$ cat src/rtl/vram_arbiter.sv
// vram_arbiter: single-port VRAM arbiter for NUM_CORES core requesters plus a
// VGA scanout reader. Grants are combinational (access in the grant cycle);
// read data returns one cycle later on the shared core_rdata bus.
// A core may lock the port for up to MAX_BURST consecutive beats.
// Optional feature macro: VRAM_ARB_VGA_PRIO_EN
//   defined   -> VGA has strict priority, even over a locked owner
//   undefined -> VGA is ring slot NUM_CORES in round-robin, never preempts an owner
module vram_arbiter #(
  parameter int NUM_CORES = 4,
  parameter int ADDR_W    = 16,
  parameter int DATA_W    = 8,
  parameter int MAX_BURST = 4
) (
  input  logic                        clk,
  input  logic                        reset,
  input  logic [NUM_CORES-1:0]        core_req,
  input  logic [NUM_CORES-1:0]        core_we,
  input  logic [NUM_CORES-1:0]        core_lock,
  input  logic [NUM_CORES*ADDR_W-1:0] core_addr,
  input  logic [NUM_CORES*DATA_W-1:0] core_wdata,
  output logic [NUM_CORES-1:0]        core_gnt,
  output logic [NUM_CORES-1:0]        core_rvalid,
  output logic [DATA_W-1:0]           core_rdata,
  input  logic                        vga_req,
  input  logic [ADDR_W-1:0]           vga_addr,
  output logic                        vga_gnt,
  output logic                        vga_rvalid,
  output logic                        mem_en,
  output logic                        mem_we,
  output logic [ADDR_W-1:0]           mem_addr,
  output logic [DATA_W-1:0]           mem_wdata,
  input  logic [DATA_W-1:0]           mem_rdata
);

  localparam int SLOTS = NUM_CORES + 1;
  localparam int PTR_W = $clog2(SLOTS);

  typedef enum logic {IDLE = 1'b0, OWN = 1'b1} state_t;

  state_t               state_q, state_d;
  logic [NUM_CORES-1:0] owner_q, owner_d;        // one-hot owner core
  logic [3:0]           burst_cnt_q, burst_cnt_d;
  logic [PTR_W-1:0]     rr_ptr_q, rr_ptr_d;
  logic [NUM_CORES-1:0] rvalid_core_q;
  logic                 rvalid_vga_q;

  logic [SLOTS-1:0]     req_vec_s;
  logic [SLOTS-1:0]     rr_onehot_s;
  logic                 rr_found_s;
  logic [PTR_W-1:0]     rr_slot_s;
  logic [SLOTS-1:0]     full_gnt_s;
  logic [PTR_W-1:0]     gnt_idx_s;
  logic                 vga_prio_s;
  logic                 ptr_upd_s;
  logic                 owner_req_s;
  logic                 owner_lock_s;
  logic                 owner_gnt_s;
  logic                 take_lock_s;
  logic                 burst_done_s;
  logic                 mem_we_s;
  logic [ADDR_W-1:0]    mem_addr_s;
  logic [DATA_W-1:0]    mem_wdata_s;

`ifdef VRAM_ARB_VGA_PRIO_EN
  // VGA bypasses the ring; only core grants move the pointer
  assign vga_prio_s = vga_req;
  assign req_vec_s  = {1'b0, core_req};
  assign ptr_upd_s  = |full_gnt_s[NUM_CORES-1:0];
`else
  // VGA takes the extra ring slot and moves the pointer like a core
  assign vga_prio_s = 1'b0;
  assign req_vec_s  = {vga_req, core_req};
  assign ptr_upd_s  = |full_gnt_s;
`endif

  assign owner_req_s  = |(core_req & owner_q);
  assign owner_lock_s = |(core_lock & owner_q);
  assign owner_gnt_s  = |(full_gnt_s[NUM_CORES-1:0] & owner_q);
  assign take_lock_s  = (|(full_gnt_s[NUM_CORES-1:0] & core_lock)) && (MAX_BURST > 1);
  assign burst_done_s = (burst_cnt_q + 4'd1) >= 4'(MAX_BURST);

  // State, pointer and read-valid registers with synchronous active-low reset
  always_ff @(posedge clk) begin
    if (!reset) begin
      state_q       <= IDLE;
      owner_q       <= '0;
      burst_cnt_q   <= 4'd0;
      rr_ptr_q      <= PTR_W'(NUM_CORES - 1);
      rvalid_core_q <= '0;
      rvalid_vga_q  <= 1'b0;
    end else begin
      state_q       <= state_d;
      owner_q       <= owner_d;
      burst_cnt_q   <= burst_cnt_d;
      rr_ptr_q      <= rr_ptr_d;
      rvalid_core_q <= full_gnt_s[NUM_CORES-1:0] & ~core_we;
      rvalid_vga_q  <= full_gnt_s[NUM_CORES];
    end
  end

  // Round-robin search starting one slot after the last grant, wrapping
  always_comb begin
    rr_onehot_s = '0;
    rr_found_s  = 1'b0;
    rr_slot_s   = '0;
    for (int k = 1; k <= SLOTS; k++) begin
      rr_slot_s = PTR_W'((int'(rr_ptr_q) + k) % SLOTS);
      if (!rr_found_s && req_vec_s[rr_slot_s]) begin
        rr_onehot_s[rr_slot_s] = 1'b1;
        rr_found_s             = 1'b1;
      end else begin
        rr_found_s = rr_found_s;
      end
    end
  end

  // FSM next state: lock acquisition, burst counting and release
  always_comb begin
    state_d     = state_q;
    owner_d     = owner_q;
    burst_cnt_d = burst_cnt_q;
    case (state_q)
      IDLE: begin
        if (take_lock_s) begin
          state_d     = OWN;
          owner_d     = full_gnt_s[NUM_CORES-1:0];
          burst_cnt_d = 4'd1;
        end else begin
          state_d = IDLE;
        end
      end
      OWN: begin
        if (!owner_req_s) begin
          // owner gave up: the cycle was arbitrated freely and may start a new lock
          if (take_lock_s) begin
            owner_d     = full_gnt_s[NUM_CORES-1:0];
            burst_cnt_d = 4'd1;
          end else begin
            state_d     = IDLE;
            owner_d     = '0;
            burst_cnt_d = 4'd0;
          end
        end else if (owner_gnt_s) begin
          if (!owner_lock_s || burst_done_s) begin
            state_d     = IDLE;
            owner_d     = '0;
            burst_cnt_d = 4'd0;
          end else begin
            burst_cnt_d = burst_cnt_q + 4'd1;
          end
        end else begin
          // preempted by VGA: lock and beat count held
          state_d = OWN;
        end
      end
      default: begin
        state_d     = IDLE;
        owner_d     = '0;
        burst_cnt_d = 4'd0;
      end
    endcase
  end

  // Grant selection: reset mask, VGA priority, locked owner, then round-robin
  always_comb begin
    if (!reset) begin
      full_gnt_s = '0;
    end else if (vga_prio_s) begin
      full_gnt_s            = '0;
      full_gnt_s[NUM_CORES] = 1'b1;
    end else if (state_q == OWN && owner_req_s) begin
      full_gnt_s = {1'b0, owner_q};
    end else begin
      full_gnt_s = rr_onehot_s;
    end
  end

  // Encode the granted slot so the pointer records the last winner
  always_comb begin
    gnt_idx_s = '0;
    for (int i = 0; i < SLOTS; i++) begin
      if (full_gnt_s[i]) begin
        gnt_idx_s = PTR_W'(i);
      end else begin
        gnt_idx_s = gnt_idx_s;
      end
    end
    if (ptr_upd_s) begin
      rr_ptr_d = gnt_idx_s;
    end else begin
      rr_ptr_d = rr_ptr_q;
    end
  end

  // Memory port mux: AND-OR of the one-hot grant, all zero when idle
  always_comb begin
    mem_we_s    = 1'b0;
    mem_addr_s  = vga_addr & {ADDR_W{full_gnt_s[NUM_CORES]}};
    mem_wdata_s = '0;
    for (int i = 0; i < NUM_CORES; i++) begin
      mem_we_s    = mem_we_s    | (core_we[i] & full_gnt_s[i]);
      mem_addr_s  = mem_addr_s  | (core_addr[i*ADDR_W +: ADDR_W]  & {ADDR_W{full_gnt_s[i]}});
      mem_wdata_s = mem_wdata_s | (core_wdata[i*DATA_W +: DATA_W] & {DATA_W{full_gnt_s[i]}});
    end
  end

  assign core_gnt    = full_gnt_s[NUM_CORES-1:0];
  assign vga_gnt     = full_gnt_s[NUM_CORES];
  assign mem_en      = |full_gnt_s;
  assign mem_we      = mem_we_s;
  assign mem_addr    = mem_addr_s;
  assign mem_wdata   = mem_wdata_s;
  // read-valids are masked while reset is low so a pending return is cancelled
  assign core_rvalid = rvalid_core_q & {NUM_CORES{reset}};
  assign vga_rvalid  = rvalid_vga_q & reset;
  assign core_rdata  = ((|core_rvalid) || vga_rvalid) ? mem_rdata : '0;

endmodule

$ cat config.mk
export PLATFORM = sky130hd
export DESIGN_NAME = vram_arbiter
export DESIGN_NICKNAME = d
export VERILOG_FILES = /design/src/rtl/vram_arbiter.sv
export SDC_FILE = /design/constraint.sdc
export NUM_CORES = 1
export LEC_CHECK = 0
export BUFFER_PORTS_ARGS = -buffer_cell sky130_fd_sc_hd__buf_2
export CELL_PAD_IN_SITES_DETAIL_PLACEMENT = 1
export CELL_PAD_IN_SITES_GLOBAL_PLACEMENT = 1
export CORE_MARGIN = 1
export CORE_UTILIZATION = 36
export CTS_CLUSTER_DIAMETER = 40
export DETAILED_ROUTE_END_ITERATION = 6
export PLACE_DENSITY_LB_ADDON = 0.12
export SYNTH_ARGS = -nofsm -noshare
export SYNTH_HDL_FRONTEND = slang
export SYNTH_SLANG_ARGS = --single-unit
$ cat constraint.sdc
create_clock -name clk -period 11.1 [get_ports clk]
set_input_delay 2.22 -clock clk [delete_from_list [all_inputs] [get_ports clk]]
set_output_delay 2.22 -clock clk [all_outputs]
set_load 0.01 [all_outputs]
==> reports/metrics.csv, run 1 <==
metric,value,unit
gr usage total,29.25,%
Syn Inst Count,535,
slowest CP cell,ha_1,
Crit Reg-Reg Startpoint,rr_ptr_q[0],
CP Launch Type,flip-flop,
clock transition at the registers of the reported paths,70,ps
Clock Skews,1.596,ps
TritonCTS clock tree,yes,
# DRC,1,
critical path cell sequence,buf_4 > inv_2 > ha_1 > inv_1 > ha_1 > inv_1 > ha_1 > o21a_1 > o22ai_1 > a21boi_1 > o21ai_0 > a2111oi_2 > nand3_1 > or4_4 > a311oi_4 > buf_4 > a222oi_1 > nand3_1 > buf_2,
Die Y,105.3,um
cell taking the most area after synthesis,ha_1,
DR vias/cell,6.096,
max-cap viol count,0,
Max Fclk,0.1063,GHz
clock root buffer,clkbuf_8,
critical path endpoint category,primary output,
register area share after synthesis,8.857,%
number of enable flip-flop cells after synthesis,0,
most numerous cell in the Yosys netlist,nand2_1,
final wirelength,16490,um
GRT met3 Usage,3.896,%
setup violators final,0,
count of buffers from port buffering,178,
final hold violation count,0,
"Cell Area, Synth",3842,um2
worst reg2reg path depth,21,
DR iter-0 viols,374,
first-pass GRT wire length,26200,um
layout net count,852,
largest net degree at the start of global routing,49,
unrepaired setup endpoints after global routing,false,
FP Rows,37,
total gr overflow,0,
layout cells sized above 1,33.04,%
Synth top cells by count,"88 x nand2_1, 34 x nand3_1, 28 x ha_1",
post-route setup TNS,0,ps
initial antenna violation count,1,
number of synthesized register bits,17,
I/O pins,179,
status,"finished, violations left",
Hold Buf Count CTS,0,
YS warnings,0,
syn_area_per_cell,7.182,um2
Setup Buffers After CTS,0,
Core Region,10320,um2
starting density of the core,37.22,%
vias post-DR,5023,
R2R setup slack,3640,ps
violated checks,design-rule violations,
GR Layer Usage met1,36.04,%
Crit Path Class,reg -> out,
Wirelength per Cell,20.01,um
Min-Delay Path Class,reg -> reg,
post-synthesis cell type count,85,
async set-reset flop share out of synthesis,0,%
Area contributors post-synth,"ha_1 9.1%, dfxtp_1 8.9%, nand2_1 8.6%",
hold path start,burst_cnt_q[3],
total die area,11090,um2
Worst Hold End,burst_cnt_q[3],
capturing point of the worst reg2reg path,owner_q[3],
Synth Flop Type,dfxtp_1,
hold depth,1,
Worst Path Max Fanout,48,
half-perimeter wire length after placement,13270,um
"Slew Viols, Final",0,
GR peak layer,met2,
DRT Pass-1 Iters,7,
Worst path max stage delay,990,ps
vias in the first global route,5026,
measured slew at the worst slew-check pin,938.3,ps
CTS Sinks,17,
final RePlAce weighted congestion,0.9054,
ANT nets after route,0,
CTS Buf Count,3,
H-tree levels,1,
crit path DAT,7190,ps
Die X,105.3,um
GR Util met2,52.49,%
"Top cell by count, worst path",ha_1,
final worst path period share,84.73,%
minimum clock period,9405,ps
clk_lat worst skew,260,ps
Max-slew headroom,37.45,%
area share of the largest cell type after synthesis,9.118,%
synthesis-to-layout area growth,26.02,%
Syn Nets,699,
CTS resizes,0,
Critical Path RT,8880,ps
Longest Clk Path Bufs,2,
layout filler cell count,1373,
-- flip-flops by register name, indices dropped and copies added (netlist names) --
name           count
rvalid_core_q      4
rr_ptr_q           3
rvalid_vga_q       1
burst_cnt_q        4
owner_q            4
state_q            1
-- critical path, delay by kind of cell (launching register included) --
family	cells	cell delay, ps
AO/OA/AOI/OAI	7	2450
adder cells (fa/ha/maj)	3	1490
buffers and inverters	6	1630
flip-flops	1	310
AND/OR/NAND/NOR	3	1020
-- per-layer routing --
metal	wire [um]	vias up
met5	0	-
met4	299	0
met3	928	19
met2	8318	183
met1	6942	2465
li1	-	2356
-- area by class of cell --
type | instances | area (um2) | area share, %
flip-flops and latches | 17 | 340.3 | 7.028
multi-input cells | 456 | 3246 | 67.03
clock buffers | 4 | 45.04 | 0.9302
diodes | 1 | 2.502 | 0.05168
repair buffers | 184 | 935.9 | 19.33
inverters | 26 | 102.6 | 2.119
well taps | 136 | 170.2 | 3.514
-- metrics by stage --
stage / hold WS, ps / utilization (%) / std cells / setup WS (ps) / cell area, um2
after detailed placement: 520.8 / 46.44 / 819 / 1979 / 4795
after CTS: 531.2 / 46.88 / 823 / 1713 / 4840
after floorplan: 479.7 / - / 535 / 3276 / 3842
after global placement: 495.9 / 46.44 / 819 / 2293 / 4795
final: 526.8 / 46.90 / 824 / 1695 / 4842
after global routing: 539.9 / 46.90 / 824 / 1086 / 4842
-- worst max path at each step --
stage                     start           end  slack (ps)  depth (start not counted)
floorplan           rr_ptr_q[0]  mem_wdata[5]        3280                         25
global placement    rr_ptr_q[0]   mem_addr[4]        2290                         19
detailed placement  rr_ptr_q[0]   mem_addr[4]        1980                         19
CTS                 rr_ptr_q[0]   mem_addr[4]        1710                         19
global route        rr_ptr_q[0]   mem_addr[4]        1090                         19
finish              rr_ptr_q[0]   mem_addr[4]        1690                         19
-- logic make-up after synthesis --
kind of cell	count (synthesis)	synth area share, %
AOI/OAI and AO/OA	162	35.14
xor gates and xnor gates	8	2.508
adders and majority gates	29	9.639
buffers and inverters	62	7.131
DFF	17	8.857
muxes	19	5.894
and+or+nand+nor	238	30.84
-- cell usage in the layout, fill, tap and decap left out, types with 9 or more instances in the layout --
master / Yosys / final
and2_1: 16 / 16
nor2_1: 26 / 26
nor3_1: 16 / 16
nand2_1: 88 / 88
o22ai_1: 10 / 9
buf_2: 13 / 178
ha_1: 28 / 28
a21oi_1: 21 / 21
dfxtp_1: 17 / 17
nand3_1: 34 / 34
a222oi_1: 27 / 27
inv_1: 20 / 20
o21ai_0: 11 / 11
Power of run 1 is left out: the tool's default activity adds up to more than one toggle a clock period on the data nets, which glitch-free logic cannot reach.
==> inputs of run 2 (changes only) <==
Settings changed: ABC_AREA from default to 1, CORE_UTILIZATION 36 to 30.
Clock period 11.1 ns to 9.85 ns, I/O delays scaled along.
==> reports/metrics.csv, run 2 <==
metric,value,unit
status,finished clean,
Syn Inst Count,638,
post-route setup TNS,0,ps
Crit Reg-Reg Startpoint,rr_ptr_q[0],
"Top cell by count, worst path",nand2_1,
layout net count,971,
Hold Buf Count CTS,0,
Crit Path Class,reg -> out,
post-place instance area,4503,um2
cell taking the most area after synthesis,nand2_1,
minimum clock period,7969,ps
Die Y,110.6,um
I/O pins,179,
hold path start,burst_cnt_q[3],
vias post-DR,4688,
R2R setup slack,4230,ps
CTS Sinks,17,
clk_lat worst skew,250,ps
worst reg2reg path depth,29,
top flop regs,"burst_cnt_q: 4 flops, owner_q: 4 flops, rvalid_core_q: 4 flops",
capturing point of the worst reg2reg path,rr_ptr_q[2],
"commonest cells after routing, fill and taps aside","208 x nand2_1, 178 x buf_2, 80 x inv_1",
Area contributors post-synth,"nand2_1 22%, ha_1 9.9%, nand3_1 9.8%",
total gr overflow,0,
number of synthesized register bits,17,
vias in the first global route,5113,
Hold WS,469.0,ps
Max Fclk,0.1255,GHz
slowest CP cell,dfxtp_1,
FP Rows,39,
DR vias/cell,4.940,
clock root buffer,clkbuf_16,
Syn Nets,802,
final wirelength,14420,um
first-pass GRT wire length,24250,um
register area share after synthesis,9.622,%
Min-Delay Path Class,reg -> reg,
"Cell Area, Synth",3537,um2
number of enable flip-flop cells after synthesis,0,
Longest Clk Path Bufs,2,
TritonCTS clock tree,yes,
critical path endpoint category,primary output,
Critical Path RT,7880,ps
syn_area_per_cell,5.544,um2
half-perimeter wire length after placement,12380,um
crit path DAT,6000,ps
CP Launch Type,flip-flop,
Worst Hold End,burst_cnt_q[3],
layout cells sized above 1,28.29,%
starting density of the core,30.85,%
synthesis-to-layout area growth,29.54,%
count of buffers from port buffering,178,
DR iter-0 viols,197,
layout filler cell count,1674,
ANT nets after route,0,
CTS Buf Count,3,
"most common cell after layout, fill and taps aside",nand2_1,
post-synthesis cell type count,39,
Core Region,11470,um2
initial antenna violation count,0,
YS warnings,0,
gr usage total,23.82,%
measured slew at the worst slew-check pin,808.1,ps
Clock Skews,1.191,ps
Setup Buffers After CTS,0,
unrepaired setup endpoints after global routing,false,
Worst Path Max Fanout,27,
H-tree levels,1,
Post-Route Utilization,39.96,%
Die X,110.6,um
Synth top cells by count,"208 x nand2_1, 80 x inv_1, 74 x nor2_1",
Wirelength per Cell,15.19,um
final hold violation count,0,
max-cap viol count,0,
CTS resizes,0,
async set-reset flop share out of synthesis,0,%
total die area,12230,um2
clock transition at the registers of the reported paths,50,ps
Max-slew headroom,45.71,%
# DRC,0,
"Slew Viols, Final",0,
final RePlAce weighted congestion,0.9020,
n_diodes,0,
final worst path period share,80.91,%
Layout Cell Area excl Fill,4582,um2
Synth Flop Type,dfxtp_1,
DRT Pass-1 Iters,4,
setup violators final,0,
largest net degree at the start of global routing,29,
area share of the largest cell type after synthesis,22.07,%
hold depth,2,
Worst path max stage delay,840,ps
most numerous cell in the Yosys netlist,nand2_1,
run 2: cell families (layout without fill, tap and decap cells):
family | Yosys count | after routing | synth area share (%)
xor+xnor | 6 | 6 | 1.486
fa+ha+maj | 29 | 29 | 10.47
compound gates | 71 | 71 | 12.91
buf+inv | 105 | 273 | 12.66
simple gates | 410 | 410 | 52.85
flops | 17 | 17 | 9.622
run 2: worst max path at each step:
stage                            from           end  slack [ps]
after global routing      rr_ptr_q[0]  mem_addr[11]        1170
after CTS                 rr_ptr_q[0]  mem_addr[11]        1860
final                     rr_ptr_q[0]  mem_addr[11]        1880
after global placement    rr_ptr_q[0]   mem_addr[7]        2450
after floorplan           rr_ptr_q[0]  mem_addr[14]        3730
after detailed placement  rr_ptr_q[0]  mem_addr[11]        2130
run 2: metrics by stage:
step	setup WS, ps	instances
6_report	1881	949
5_1_grt	1169	949
4_1_cts	1865	949
3_5_place_dp	2133	945
3_3_place_gp	2448	945
2_1_floorplan	3729	638
run 2: metal layers:
| layer | vias up | wire length, um | track usage, % | share of wire, % |
|---|---|---|---|---|
| met2 | 123 | 7663 | 47.25 | 53 |
| met4 | 0 | 293 | 5.422 | 2.0 |
| li1 | 2375 | - | - | - |
| met5 | - | 0 | 0 | 0 |
| met3 | 18 | 582 | 3.074 | 4.0 |
| met1 | 2172 | 5879 | 26.39 | 41 |
run 2: area by class of cell:
type | count | area, um2 | share of cell area (%)
Inverter | 91 | 344.1 | 7.510
Timing Repair Buffer | 178 | 890.9 | 19.44
Multi-Input combinational cell | 516 | 2749 | 59.99
Sequential cell | 17 | 340.3 | 7.428
Tap cell | 143 | 178.9 | 3.905
Clock buffer | 4 | 78.83 | 1.720
run 2: critical path, delay by kind of cell, from the launching register on:
family                   cells  cell delay [ps]
buffers and inverters        5             1180
AO/OA/AOI/OAI                3              460
flip-flops                   1              840
XOR/XNOR                     1              240
adder cells (fa/ha/maj)      3             1050
AND/OR/NAND/NOR             18             1970
Power of run 2 is left out for the same reason.
==> inputs of run 3 (changes only) <==
Settings changed: CORE_UTILIZATION 30 to 27.
Clock period 9.85 ns to 7.1 ns, I/O delays scaled along.
==> reports/metrics.csv, run 3 (synthesized netlist as in run 2, its figures left out) <==
metric,value,unit
setup violators final,0,
storage element area,340.3,um2
Core Region,12670,um2
Inst Count DP,976,
unrepaired setup endpoints after global routing,false,
final RePlAce weighted congestion,0.8938,
total die area,13560,um2
final wirelength,14490,um
Hold Buf Count CTS,0,
CP Launch Type,flip-flop,
worst reg2reg path depth,26,
post-route setup TNS,0,ps
starting density of the core,27.92,%
DR vias/cell,4.800,
largest net degree at the start of global routing,29,
TritonCTS clock tree,yes,
slowest CP cell,dfxtp_1,
max-cap viol count,0,
Longest Clk Path Bufs,2,
gr usage total,21.38,%
Wirelength per Cell,14.76,um
Die Y,116.5,um
multi-input combinational cell area,2764,um2
first-pass GRT wire length,23070,um
layout cells sized above 1,28.84,%
DR iter-0 viols,150,
R2R setup slack,2250,ps
crit path buf inv count,6,
synthesis-to-layout area growth,31.84,%
final worst path period share,91.54,%
clock transition at the registers of the reported paths,50,ps
ANT nets after route,0,
total gr overflow,0,
capturing point of the worst reg2reg path,rr_ptr_q[2],
Worst Hold End,burst_cnt_q[3],
clk_lat worst skew,250,ps
"commonest cells after routing, fill and taps aside","207 x nand2_1, 178 x buf_2, 79 x inv_1",
crit path DAT,5080,ps
Crit Reg-Reg Startpoint,rr_ptr_q[1],
initial antenna violation count,2,
"CP delay by family, top",simple AND/OR/NAND/NOR gates,
# DRC,0,
top flop regs,"burst_cnt_q: 4 flops, owner_q: 4 flops, rvalid_core_q: 4 flops",
CTS Sinks,17,
DRT Pass-1 Iters,4,
clock root buffer,clkbuf_16,
vias in the first global route,4882,
"Slew Viols, Final",0,
layout filler cell count,1843,
Critical Path RT,5680,ps
CTS Buf Count,3,
critical path endpoint category,primary output,
Die X,116.5,um
FP Rows,41,
hold path start,burst_cnt_q[3],
Min-Delay Path Class,reg -> reg,
Setup Buffers After CTS,0,
Max-slew headroom,46.55,%
"Cell Count, Final, Fillers Out",982,
measured slew at the worst slew-check pin,795.7,ps
status,finished clean,
Worst path max stage delay,460,ps
Worst Path Max Fanout,18,
Clock Skews,1.876,ps
half-perimeter wire length after placement,12470,um
hold depth,2,
final hold violation count,0,
Max Fclk,0.1539,GHz
count of buffers from port buffering,178,
layout net count,973,
vias post-DR,4714,
H-tree levels,1,
"Top cell by count, worst path",nand2_1,
Crit Path Class,reg -> out,
I/O pins,179,
"most common cell after layout, fill and taps aside",nand2_1,
minimum clock period,6499,ps
CTS resizes,0,
[run 3: how the worst max path moves through the flow]
stage	depth (start not counted)	from	end	slack, ps
2_1_floorplan	31	rr_ptr_q[0]	mem_addr[14]	1530
3_3_place_gp	30	rr_ptr_q[1]	mem_addr[13]	800
3_5_place_dp	30	rr_ptr_q[1]	mem_addr[12]	570
4_1_cts	30	rr_ptr_q[1]	mem_addr[12]	270
5_1_grt	32	rr_ptr_q[1]	mem_addr[2]	50
6_report	26	rr_ptr_q[1]	mem_addr[2]	600
[run 3: per-stage QoR]
step	instance area (um2)	hold WS (ps)	setup WS (ps)	utilization, %
final	4663	448.9	600.9	36.80
after global routing	4663	471.9	51.71	36.80
after CTS	4633	452.9	269.4	36.57
after detailed placement	4554	445.3	568.6	35.94
after global placement	4554	439.2	800.1	35.94
after floorplan	3537	425.9	1529	-
[run 3: final cells by class]
class,count,area share [%]
Clock buffer,4,1.690
Antenna cell,2,0.1073
Timing Repair Buffer,180,19.43
Inverter,91,7.593
Sequential cell,17,7.298
Multi-Input combinational cell,516,59.27
Tap cell,172,4.615
[run 3: per-layer routing]
layer	up-vias	GRT usage, %	wire length, um	part of all wire [%]
met5	-	0	0	0
met4	0	4.957	293	2.0
met3	16	2.802	524	3.6
met2	125	40.83	7615	53
met1	2183	24.97	6058	42
li1	2390	-	-	-
[run 3: worst register-to-register path: cells and delay by family, from the launching register on]
kind	cells	cell delay, ps
fa+ha+maj	3	770
buf+inv	5	740
simple gates	13	1590
xor+xnor	1	260
compound gates	4	920
flops	1	460
Power of run 3 is left out for the same reason.
